File: src/rtl/shifter_input_ctrl.sv
// Push-button front-end for the mode/state shifter: sync, debounce, left/right
// auto-repeat and fixed-priority arbitration into one-hot command pulses.
module shifter_input_ctrl #(
  parameter int unsigned DEBOUNCE_CYCLES = 1_000_000,
  parameter int unsigned REPEAT_DELAY    = 50_000_000,
  parameter int unsigned REPEAT_PERIOD   = 20_000_000
) (
  input  logic       clk,
  input  logic       rst,
  input  logic       btn_up_i,
  input  logic       btn_left_i,
  input  logic       btn_right_i,
  input  logic       btn_confirm_i,
  input  logic       enable_i,
  output logic       up_o,
  output logic       left_o,
  output logic       right_o,
  output logic       confirm_o,
  output logic [3:0] level_o
);

  localparam int unsigned NUM_BTN = 4;
  localparam int unsigned DB_W    = $clog2(DEBOUNCE_CYCLES + 1);
  localparam int unsigned RP_MAX  = (REPEAT_DELAY > REPEAT_PERIOD) ? REPEAT_DELAY : REPEAT_PERIOD;
  localparam int unsigned RP_W    = (RP_MAX > 1) ? $clog2(RP_MAX) : 1;

  typedef enum logic {RPT_IDLE, RPT_ARMED} rpt_state_e;

  // Bit order everywhere: {up, left, right, confirm}
  logic [NUM_BTN-1:0] sync1_q, sync1_d, sync2_q, sync2_d;
  logic [NUM_BTN-1:0] level_q, level_d, level_prev_q, level_prev_d;
  logic [NUM_BTN-1:0] pending_q, pending_d, pulse_q, pulse_d;
  logic [DB_W-1:0]    db_cnt_q [NUM_BTN];
  logic [DB_W-1:0]    db_cnt_d [NUM_BTN];

  // Repeat channels: index 0 = right, 1 = left
  rpt_state_e         rpt_state_q [2];
  rpt_state_e         rpt_state_d [2];
  logic [RP_W-1:0]    rpt_cnt_q [2];
  logic [RP_W-1:0]    rpt_cnt_d [2];
  logic [1:0]         rpt_fire;
  logic [1:0]         rpt_rise;
  logic [1:0]         rpt_fall;

  logic [NUM_BTN-1:0] rise, fall, set_ev, grant;

  assign sync1_d      = {btn_up_i, btn_left_i, btn_right_i, btn_confirm_i};
  assign sync2_d      = sync1_q;
  assign level_prev_d = level_q;
  assign rise         = level_q & ~level_prev_q;
  assign fall         = ~level_q & level_prev_q;
  assign rpt_rise     = rise[2:1];
  assign rpt_fall     = fall[2:1];

  // Debounce: count consecutive cycles where the synced value disagrees with the level
  always_comb begin
    level_d = level_q;
    for (int i = 0; i < NUM_BTN; i++) begin
      db_cnt_d[i] = '0;
      if (sync2_q[i] != level_q[i]) begin
        if (db_cnt_q[i] == DB_W'(DEBOUNCE_CYCLES - 1)) begin
          level_d[i] = ~level_q[i];
        end else begin
          db_cnt_d[i] = db_cnt_q[i] + DB_W'(1);
        end
      end
    end
  end

  // Auto-repeat: count down from the rise, fire at zero, then reload with the period
  always_comb begin
    rpt_fire = '0;
    for (int j = 0; j < 2; j++) begin
      rpt_state_d[j] = rpt_state_q[j];
      rpt_cnt_d[j]   = rpt_cnt_q[j];
      case (rpt_state_q[j])
        RPT_IDLE: begin
          if (rpt_rise[j]) begin
            rpt_state_d[j] = RPT_ARMED;
            rpt_cnt_d[j]   = RP_W'(REPEAT_DELAY - 1);
          end
        end
        RPT_ARMED: begin
          if (rpt_fall[j]) begin
            rpt_state_d[j] = RPT_IDLE;
            rpt_cnt_d[j]   = '0;
          end else if (rpt_cnt_q[j] == '0) begin
            rpt_fire[j]  = 1'b1;
            rpt_cnt_d[j] = RP_W'(REPEAT_PERIOD - 1);
          end else begin
            rpt_cnt_d[j] = rpt_cnt_q[j] - RP_W'(1);
          end
        end
        default: begin
          rpt_state_d[j] = RPT_IDLE;
          rpt_cnt_d[j]   = '0;
        end
      endcase
    end
  end

  // Fixed-priority grant; disable flushes everything queued
  always_comb begin
    set_ev = rise | {1'b0, rpt_fire, 1'b0};
    grant  = '0;
    if (pending_q[3])      grant = 4'b1000;
    else if (pending_q[2]) grant = 4'b0100;
    else if (pending_q[1]) grant = 4'b0010;
    else if (pending_q[0]) grant = 4'b0001;
    pending_d = (pending_q & ~grant) | set_ev;
    pulse_d   = grant;
    if (!enable_i) begin
      pending_d = '0;
      pulse_d   = '0;
    end
  end

  always_ff @(posedge clk or negedge rst) begin
    if (!rst) begin
      sync1_q      <= '0;
      sync2_q      <= '0;
      level_q      <= '0;
      level_prev_q <= '0;
      pending_q    <= '0;
      pulse_q      <= '0;
      for (int i = 0; i < NUM_BTN; i++) db_cnt_q[i] <= '0;
      for (int j = 0; j < 2; j++) begin
        rpt_state_q[j] <= RPT_IDLE;
        rpt_cnt_q[j]   <= '0;
      end
    end else begin
      sync1_q      <= sync1_d;
      sync2_q      <= sync2_d;
      level_q      <= level_d;
      level_prev_q <= level_prev_d;
      pending_q    <= pending_d;
      pulse_q      <= pulse_d;
      for (int i = 0; i < NUM_BTN; i++) db_cnt_q[i] <= db_cnt_d[i];
      for (int j = 0; j < 2; j++) begin
        rpt_state_q[j] <= rpt_state_d[j];
        rpt_cnt_q[j]   <= rpt_cnt_d[j];
      end
    end
  end

  assign up_o      = pulse_q[3];
  assign left_o    = pulse_q[2];
  assign right_o   = pulse_q[1];
  assign confirm_o = pulse_q[0];
  assign level_o   = level_q;

endmodule

File: config.mk
export PLATFORM = sky130hd
export DESIGN_NAME = shifter_input_ctrl
export DESIGN_NICKNAME = d
export VERILOG_FILES = /design/src/rtl/shifter_input_ctrl.sv
export SDC_FILE = /design/constraint.sdc
export NUM_CORES = 1
export LEC_CHECK = 0
export CORE_UTILIZATION = 44
export DETAILED_ROUTE_END_ITERATION = 8
export GPL_TIMING_DRIVEN = 0
export PLACE_DENSITY = 0.6
export SLEW_MARGIN = 20
export SYNTH_ARGS = -nofsm -noshare
export SYNTH_HDL_FRONTEND = slang
export SYNTH_SLANG_ARGS = --single-unit
File: constraint.sdc
create_clock -name clk -period 5.2 [get_ports clk]
set_input_delay 0.78 -clock clk [delete_from_list [all_inputs] [get_ports clk]]
set_output_delay 0.78 -clock clk [all_outputs]
set_load 0.01 [all_outputs]
==> Word-level counts from Yosys, hierarchy flattened <==
Cells that the tools add are included.
{ "word_totals": {"out_inout_bits": 8, "in_bits": 7, "register_bits": 158, "word_cells": 87} }
{ "op_classes": {"n_bitwise": 14, "n_reduce_logical": 6, "n_eq_ne": 10, "n_mux": 34, "addsub": 6} }
{ "ops": {"columns": ["op", "count"], "rows": [
  ["$mux 20", 8],
  ["$mux 26", 6],
  ["$pmux 26 s2", 2],
  ["$add 20x1->20 const B", 4],
  ["$eq 20x20->1 const B", 4],
  ["$logic_not 26->1", 2],
  ["$sub 26x1->26 const B", 2],
  ["$mux 4", 3],
  ["$mux 1", 11],
  ["$and 4x4->4", 2],
  ["$not 4->4", 2],
  ["$reduce_and 2->1", 4],
  ["$not 1->1", 6],
  ["$ne 1x1->1", 4],
  ["$ne 2x2->1 const B", 2],
  ["$or 4x3->4", 1],
  ["$or 4x4->4", 1],
  ["$pmux 1 s2", 2],
  ["$and 3x3->3", 1],
  ["$mux 3", 1],
  ["$not 3->3", 1],
  ["$mux 2", 1]
]} }

==> Longest topological paths before layout <==
Gate-level depths: netlist of run 1.
{ "depth": {"word_depth": 8, "depth_mapped": 8, "ltp_nobuf": 7} }

==> Worst setup path after synthesis of run 1 <==
Ideal clock, no wire load.
{ "synth_path": {"path_type": "reg-to-reg", "from": "reg rpt_cnt_q[14] (netlist bit)", "to": "reg rpt_cnt_q[22] (netlist bit)", "arrival_ns": 2.298, "slack_ns": 2.778, "synth_period_minus_slack_ns": 2.422, "n_path_buf": 3, "required_ns": 5.076, "setup_ns": 0.124, "stages_incl_launch_ff": 9, "cell_sequence": "dfrtp_1 -> buf_6 -> or4_1 -> buf_2 -> or4_4 -> o21ba_1 -> buf_6 -> and3_1 -> a211o_1"} }
{ "synth_between": {"elab_chain_len": 4, "word_cells_on_any_way": 5, "classes_between": "add/sub (1); mux (3); reduce/logical (1)"} }
{ "synth_lines": {"columns": ["item", "line_no", "source"], "rows": [
  ["from (decl)", "39", "logic [RP_W-1:0] rpt_cnt_q [2];"],
  ["from (signal, indexed assignment)", "141", "rpt_cnt_q[j] <= rpt_cnt_d[j];"],
  ["$sub 26x1->26 / $logic_not 26->1 (equally long branches)", "91, 87", null],
  ["$mux 26 (*)", "87", "end else if (rpt_cnt_q[j] == '0) begin"],
  ["$mux 26 (*)", "84", "if (rpt_fall[j]) begin"],
  ["$pmux 26 s2 (*)", "76", "case (rpt_state_q[j])"]
]} }
Mark *: on every way between the ends. The rest lies on a longest branch, timed or not.
A chain may end at the register's enable or synchronous reset.

==> Worst setup path after layout of run 1 <==
{ "layout_path": {"from": "reg rpt_cnt_q[26] (netlist bit)", "to": "reg rpt_cnt_q[43] (netlist bit)"} }
The elaborated chain is that of the path after synthesis.

==> metrics, run 1 <==
status completed; CTS root buf clkbuf_16; Worst path max stage delay about 0.55 ns; RSZ-0062 raised after global routing false; final-report setup violation count 0; Final min period 3.04 ns; die area approximately 0.019 mm²; Simple-Gate Fraction of Synth Area 24.2%; vias per cell around 5.7; Remaining Overflow, GRT 0; XOR/XNOR Fraction of Synth Area 8.33%; Adder-Cell Fraction of Synth Area 0.939%; slew margin rel. around 34%; post-synthesis cell type count 71; Syn Nets approximately 860; CP endpoint kind flop; post-synthesis sequential area ratio 49.5%; Tightest Hold Check Type in -> async; CORE AREA around 0.018 mm²; Synth Flop Type dfrtp_1; post-route insts no fill about 1,100; # DRC 0; fill count approximately 1,600; Die H about 140 µm; drt first pass iters 5; CTS tree yes; clk slew on worst S/H paths ~0.06 ns; Via Count between 6,000 and 7,000; Syn-to-layout area delta 13.4%; area leader, netlist dfrtp_1; class of the most critical setup path reg -> reg; Placer Congestion around 0.8; hold bufs inserted after CTS 0; Worst Path Max Fanout 10; CTS resizes 0; Inst Count DP ~1,100; count of flip-flops with a built-in enable after synthesis 0; RR Startpoint rpt_cnt_q[26]; share of the synthesized area in the top cell type 49.5%; antenna viol nets, final 0; DP Wirelength 11,700 µm; Slew @ Worst Pin slightly below 1 ns; Worst IR Drop VDD between 0.2 and 0.25 mV; Worst EP required around 5.5 ns; post-synthesis mux area share less than 1%; pre-CTS WS 2.22 ns; Avg Cell Area, Syn around 9.5 µm²; Flop pwr share 47.5%; Mapped Area 0.00799 mm²; port bufs 14; internal power between 2000 and 2500 µW; reg2reg end rpt_cnt_q[43]; die width about 140 µm; Worst Setup Start Kind flop; final net count a little under 900; GRT Total Usage 20.4%; Max Cap Viol 0; Leak roughly 0.004 µW; Starting Density between 40% and 50%; clk buf depth 2; Min Hold Slack a little under 0.3 ns; final WL 17,500 µm; share of layout cells above drive strength 1 7.63%; clk_skew roughly 0.0076 ns; fmax about 330 MHz; largest family of logic cells by synthesized area simple AND/OR/NAND/NOR gates; Clk Latency, worst-skew pair around 0.43 ns; Pins Over Slew Limit 0; largest net degree at the start of global routing 91; I/O pin cnt 15; flop2flop setup slack around 2.2 ns; Synth async-reset ratio between 90% and 100%; NetSw between 500 and 600 µW; wire per inst about 16 µm; pwr dens ~290 mW/mm²; vias in the first global route around 6,300; crit-path cells inv_1, ha_1, nor3b_1, nand4_1, o31ai_2, buf_4, o21ai_0, a211o_1; Sw Ratio 21.5%; final period utilization around 60%; clock power share between 50% and 60%; Combinational Power Share under 10%; drt first-iter violations 554; CP max stage cell nand4_1; final hold vios 0; compound-cell area share of the yosys netlist approximately an eighth; num rows 48; H-tree depth 4; synth top area cells dfrtp_1 49%, nor2_1 6.1%, xor2_1 4.3%; register bit total from synthesis 158; CTS buffer count 17; Ys Warns 0; Post-CTS Setup Inserts 0; initial antenna violation count 0; n_diodes 0; global-route wire length before repair 30,100 µm; cells after synthesis between 800 and 900; CTS Sinks roughly 160; PnR worst setup slack 2.16 ns; reg2reg path depth 8; Critical Path AT between 3 and 4 ns
## worst max-delay path, delay by kind of cell (launching register included)
kind,cells,cell delay (ns)
AND/OR/NAND/NOR,2,1.03
AO/OA/AOI/OAI,3,0.94
flip-flops,1,0.40
buffers and inverters,2,0.35
adder cells (fa/ha/maj),1,0.20
## layout make-up
| cell class | instances | area [µm²] | area share [%] |
|---|---|---|---|
| buffer | 28 | 160 | 1.77 |
| sequential | 158 | 3950 | 43.6 |
| clock buffer | 20 | 437 | 4.82 |
| multi-input combinational | 629 | 3770 | 41.6 |
| timing repair buffer | 15 | 173 | 1.90 |
| inverter | 29 | 109 | 1.20 |
| tap | 225 | 282 | 3.11 |
| clock inverter | 12 | 181 | 2.00 |
## cells in the mapped netlist, drive strengths merged (11+ instances only)
cell type and n:
nor4 24, nor2 130, inv 27, a211o 11, xor2 39, or2 12, nand3 36, nand2 49
o21ai 52, dfrtp 158, a21oi 42, clkbuf 22, nor3 30, xnor2 37, nand4 17, and3 22
## power by group through the flow
stage	logic (µW)	clock network [µW]	registers [µW]
CTS	61.9	1350	1250
floorplan	22.9	0	1270
global placement	57.6	0	1270
finish	59.0	1320	1250
global route	70.2	1400	1250
detailed placement	61.4	0	1270
## cell families (layout without fill, tap and decap cells)
logic type | after synthesis | count (layout)
and+or+nand+nor | 379 | 379
AOI/OAI and AO/OA | 166 | 166
DFF | 158 | 158
xor gates and xnor gates | 76 | 76
buffers and inverters | 57 | 104
adders and majority gates | 6 | 6
muxes | 2 | 2
## sequential cells by signal, summed over array words and instances, names as in the netlist
register and flops:
rpt_state_q 2, pulse_q 4, sync2_q 4, db_cnt_q 80, level_o 4, sync1_q 4, level_prev_q 4, pending_q 4
rpt_cnt_q 52
## stage by stage
step                instance area, µm²  utilization [%]  total power [µW]  setup TNS (ns)
detailed placement                8450             48.2              1330               0
global placement                  8410             48.0              1330         -469.71
global route                      9060             51.7              2720               0
CTS                               9060             51.7              2660               0
finish                            9060             51.7              2630               0
floorplan                         7990                -              1290               0
## worst max path at each step
stage | start | end | slack, ns | depth (start not counted)
floorplan | rpt_cnt_q[14] | rpt_cnt_q[22] | 2.78 | 8
global placement | rst | db_cnt_q[76] | -2.98 | 1
detailed placement | rpt_cnt_q[26] | rpt_cnt_q[48] | 2.22 | 8
CTS | rpt_cnt_q[26] | rpt_cnt_q[43] | 2.21 | 8
global route | rpt_cnt_q[26] | rpt_cnt_q[43] | 1.93 | 8
finish | rpt_cnt_q[26] | rpt_cnt_q[43] | 2.16 | 8
## placed cells by master, fill, tap and decap left out, types with 7 or more instances in the layout
master and n:
a211o_1 10, a211oi_1 8, a21oi_1 42, a31oi_1 7, and3_1 22, and4_1 9, clkbuf_1 22, clkbuf_16 17
clkdlybuf4s50_1 13, dfrtp_1 158, inv_1 27, nand2_1 48, nand3_1 36, nand4_1 17, nor2_1 130, nor2b_1 8
nor3_1 29, nor4_1 23, o21ai_0 49, or2_2 11, or4_1 8, xnor2_1 37, xor2_1 39
## per-layer routing
layer / vias up / part of all wire, % / global-route usage [%]
li1: 3083 / - / -
met1: 3117 / 47 / 26.6
met2: 103 / 49 / 33.5
met3: 12 / 3.3 / 4.56
met4: 0 / 0.86 / 6.53
met5: - / 0 / 0
Power figures use the tool's default switching activity.
==> inputs of run 2 (changes only) <==
--- a/config.mk
+++ b/config.mk
@@ -8,7 +8,7 @@
 export CORE_UTILIZATION = 44
 export DETAILED_ROUTE_END_ITERATION = 8
 export GPL_TIMING_DRIVEN = 0
-export PLACE_DENSITY = 0.6
+export PLACE_DENSITY = 0.62
 export SLEW_MARGIN = 20
 export SYNTH_ARGS = -nofsm -noshare
 export SYNTH_HDL_FRONTEND = slang
==> constraint.sdc (replaced) <==
create_clock -name clk -period 2.65 [get_ports clk]
set_input_delay 0.3975 -clock clk [delete_from_list [all_inputs] [get_ports clk]]
set_output_delay 0.3975 -clock clk [all_outputs]
set_load 0.01 [all_outputs]
==> metrics, run 2 (synthesis gave the netlist of run 1 again) <==
vias per cell 5.54; status completed; Die H 137 µm; initial antenna violation count 0; fill count approximately 1,600; dpl cell area ~0.0084 mm²; Max Cap Viol 0; largest registers db_cnt_q: 80 flops, rpt_cnt_q: 52 flops; largest register by flop count db_cnt_q; fmax 393 MHz; Clk Latency, worst-skew pair about 0.43 ns; Worst Path Max Fanout 8; reg2reg end rpt_cnt_q[0]; setup TNS 0 ns; final net count around 900; Worst EP required 2.96 ns; met3 Track Usage GR roughly 4.2%; die width approximately 140 µm; Placer Congestion between 0.8 and 0.9; Worst Setup Start Kind flop; hold path start sync1_q[0]; largest net degree at the start of global routing 95; pwr dens between 500 and 600 mW/mm²; share of layout cells above drive strength 1 approximately 9.3%; GR peak layer met2; final design instance area without fill slightly above 0.009 mm²; Remaining Overflow, GRT 0; DP Wirelength ~11,000 µm; multi-input logic area slightly below 0.004 mm²; Worst setup startpoint rpt_cnt_q[14]; wire per inst 15.3 µm; clk_skew between 0.007 and 0.008 ns; most frequent cells in the layout 158 x dfrtp_1, 129 x nor2_1, 49 x o21ai_0; I/O pin cnt 15; slew margin rel. about a third; Sequential Area approximately 0.0040 mm²; CP endpoint kind flop; CP max stage cell or4_4; Slew @ Worst Pin between 0.9 and 1 ns; reg2reg path depth 7; CTS root buf clkbuf_16; fin util roughly 52%; Critical Path AT around 2.9 ns; class of the most critical setup path reg -> reg; drt first pass iters 5; clk buf depth 2; final-report setup violation count 0; # DRC 0; global-route wire length before repair a little under 30,000 µm; final hold vios 0; Largest register FFs 80; final WL ~17,000 µm; RSZ-0062 raised after global routing false; Worst IR Drop VDD 0.492 mV; crit-path cells buf_6, or4_1, buf_2, or4_4, nor2_2, nor2_1, a222oi_1; CTS buffer count 17; Pins Over Slew Limit 0; Tightest Hold Check Type reg -> reg; vias in the first global route 5,926; CTS tree yes; met1 usage 29.1%; port bufs 14; Leak slightly above 0.004 µW; most common cell after layout, fill and taps aside dfrtp_1; GRT Total Usage approximately 20%; Worst path max stage delay 0.53 ns; antenna viol nets, final 0; CTS Sinks 158; n_diodes 0; Final min period around 2.5 ns; CP endpoint rpt_cnt_q[0]; clk slew on worst S/H paths about 0.060 ns; met2 GRT Util between 20 and 30%; drt first-iter violations slightly above 400; num rows 48; H-tree depth 4; final period utilization 96.1%; Starting Density between 40% and 50%; die area approximately 0.019 mm²; RR Startpoint rpt_cnt_q[14]; flop2flop setup slack approximately 0.10 ns; CORE AREA about 0.018 mm²; Via Count 6,213; Syn-to-layout area delta 14.6%
run 2: metal layers:
| metal | vias to the layer above | part of all wire, % |
|---|---|---|
| li1 | 3105 | - |
| met1 | 2993 | 51 |
| met2 | 102 | 45 |
| met3 | 13 | 3.4 |
| met4 | 0 | 1.0 |
| met5 | - | 0 |
run 2: critical path, delay by kind of cell (launching register included):
family	cells	cell delay, ns
buffers and inverters	2	0.31
AND/OR/NAND/NOR	4	1.40
AO/OA/AOI/OAI	1	0.35
flip-flops	1	0.37
run 2: per-stage QoR:
stage               total power (µW)  instances  setup WS [ns]  hold slack [ns]
finish                          5020       1121          0.103            0.355
global route                    5220       1121        0.00330            0.363
CTS                             5080       1118         0.0394            0.358
detailed placement              2620       1084         -0.242            0.336
global placement                2610       1083          -5.54            0.335
floorplan                       2540        844          0.228            0.102
run 2: repair_timing:
item / in CTS / in global routing
setup endpoints to repair: 40 / 29
pin swaps: 1 / 2
gates resized for setup: 4 / 12
endpoints found under the hold margin: 64 / 0
buffers inserted: 1 / 3
hold buffers: 1 / 0
run 2: how the worst min path moves through the flow:
stage	end	depth (start not counted)
floorplan	db_cnt_q[0]	0
global placement	sync2_q[0]	0
detailed placement	sync2_q[3]	0
CTS	sync2_q[0]	0
global route	sync2_q[0]	0
finish	sync2_q[0]	0
run 2: report_power, final:
group	internal (µW)	total, µW	switching [µW]
Clock	1450	2450	1000
Combinational	34.0	119	84.5
Sequential	2430	2450	18.2
run 2: area by class of cell:
class,instances,share of cell area [%]
clock inverter,11,1.45
buffer,28,1.76
multi-input combinational,629,42.0
inverter,29,1.23
timing repair buffer,20,2.32
clock buffer,21,5.03
sequential,158,43.2
tap,225,3.07
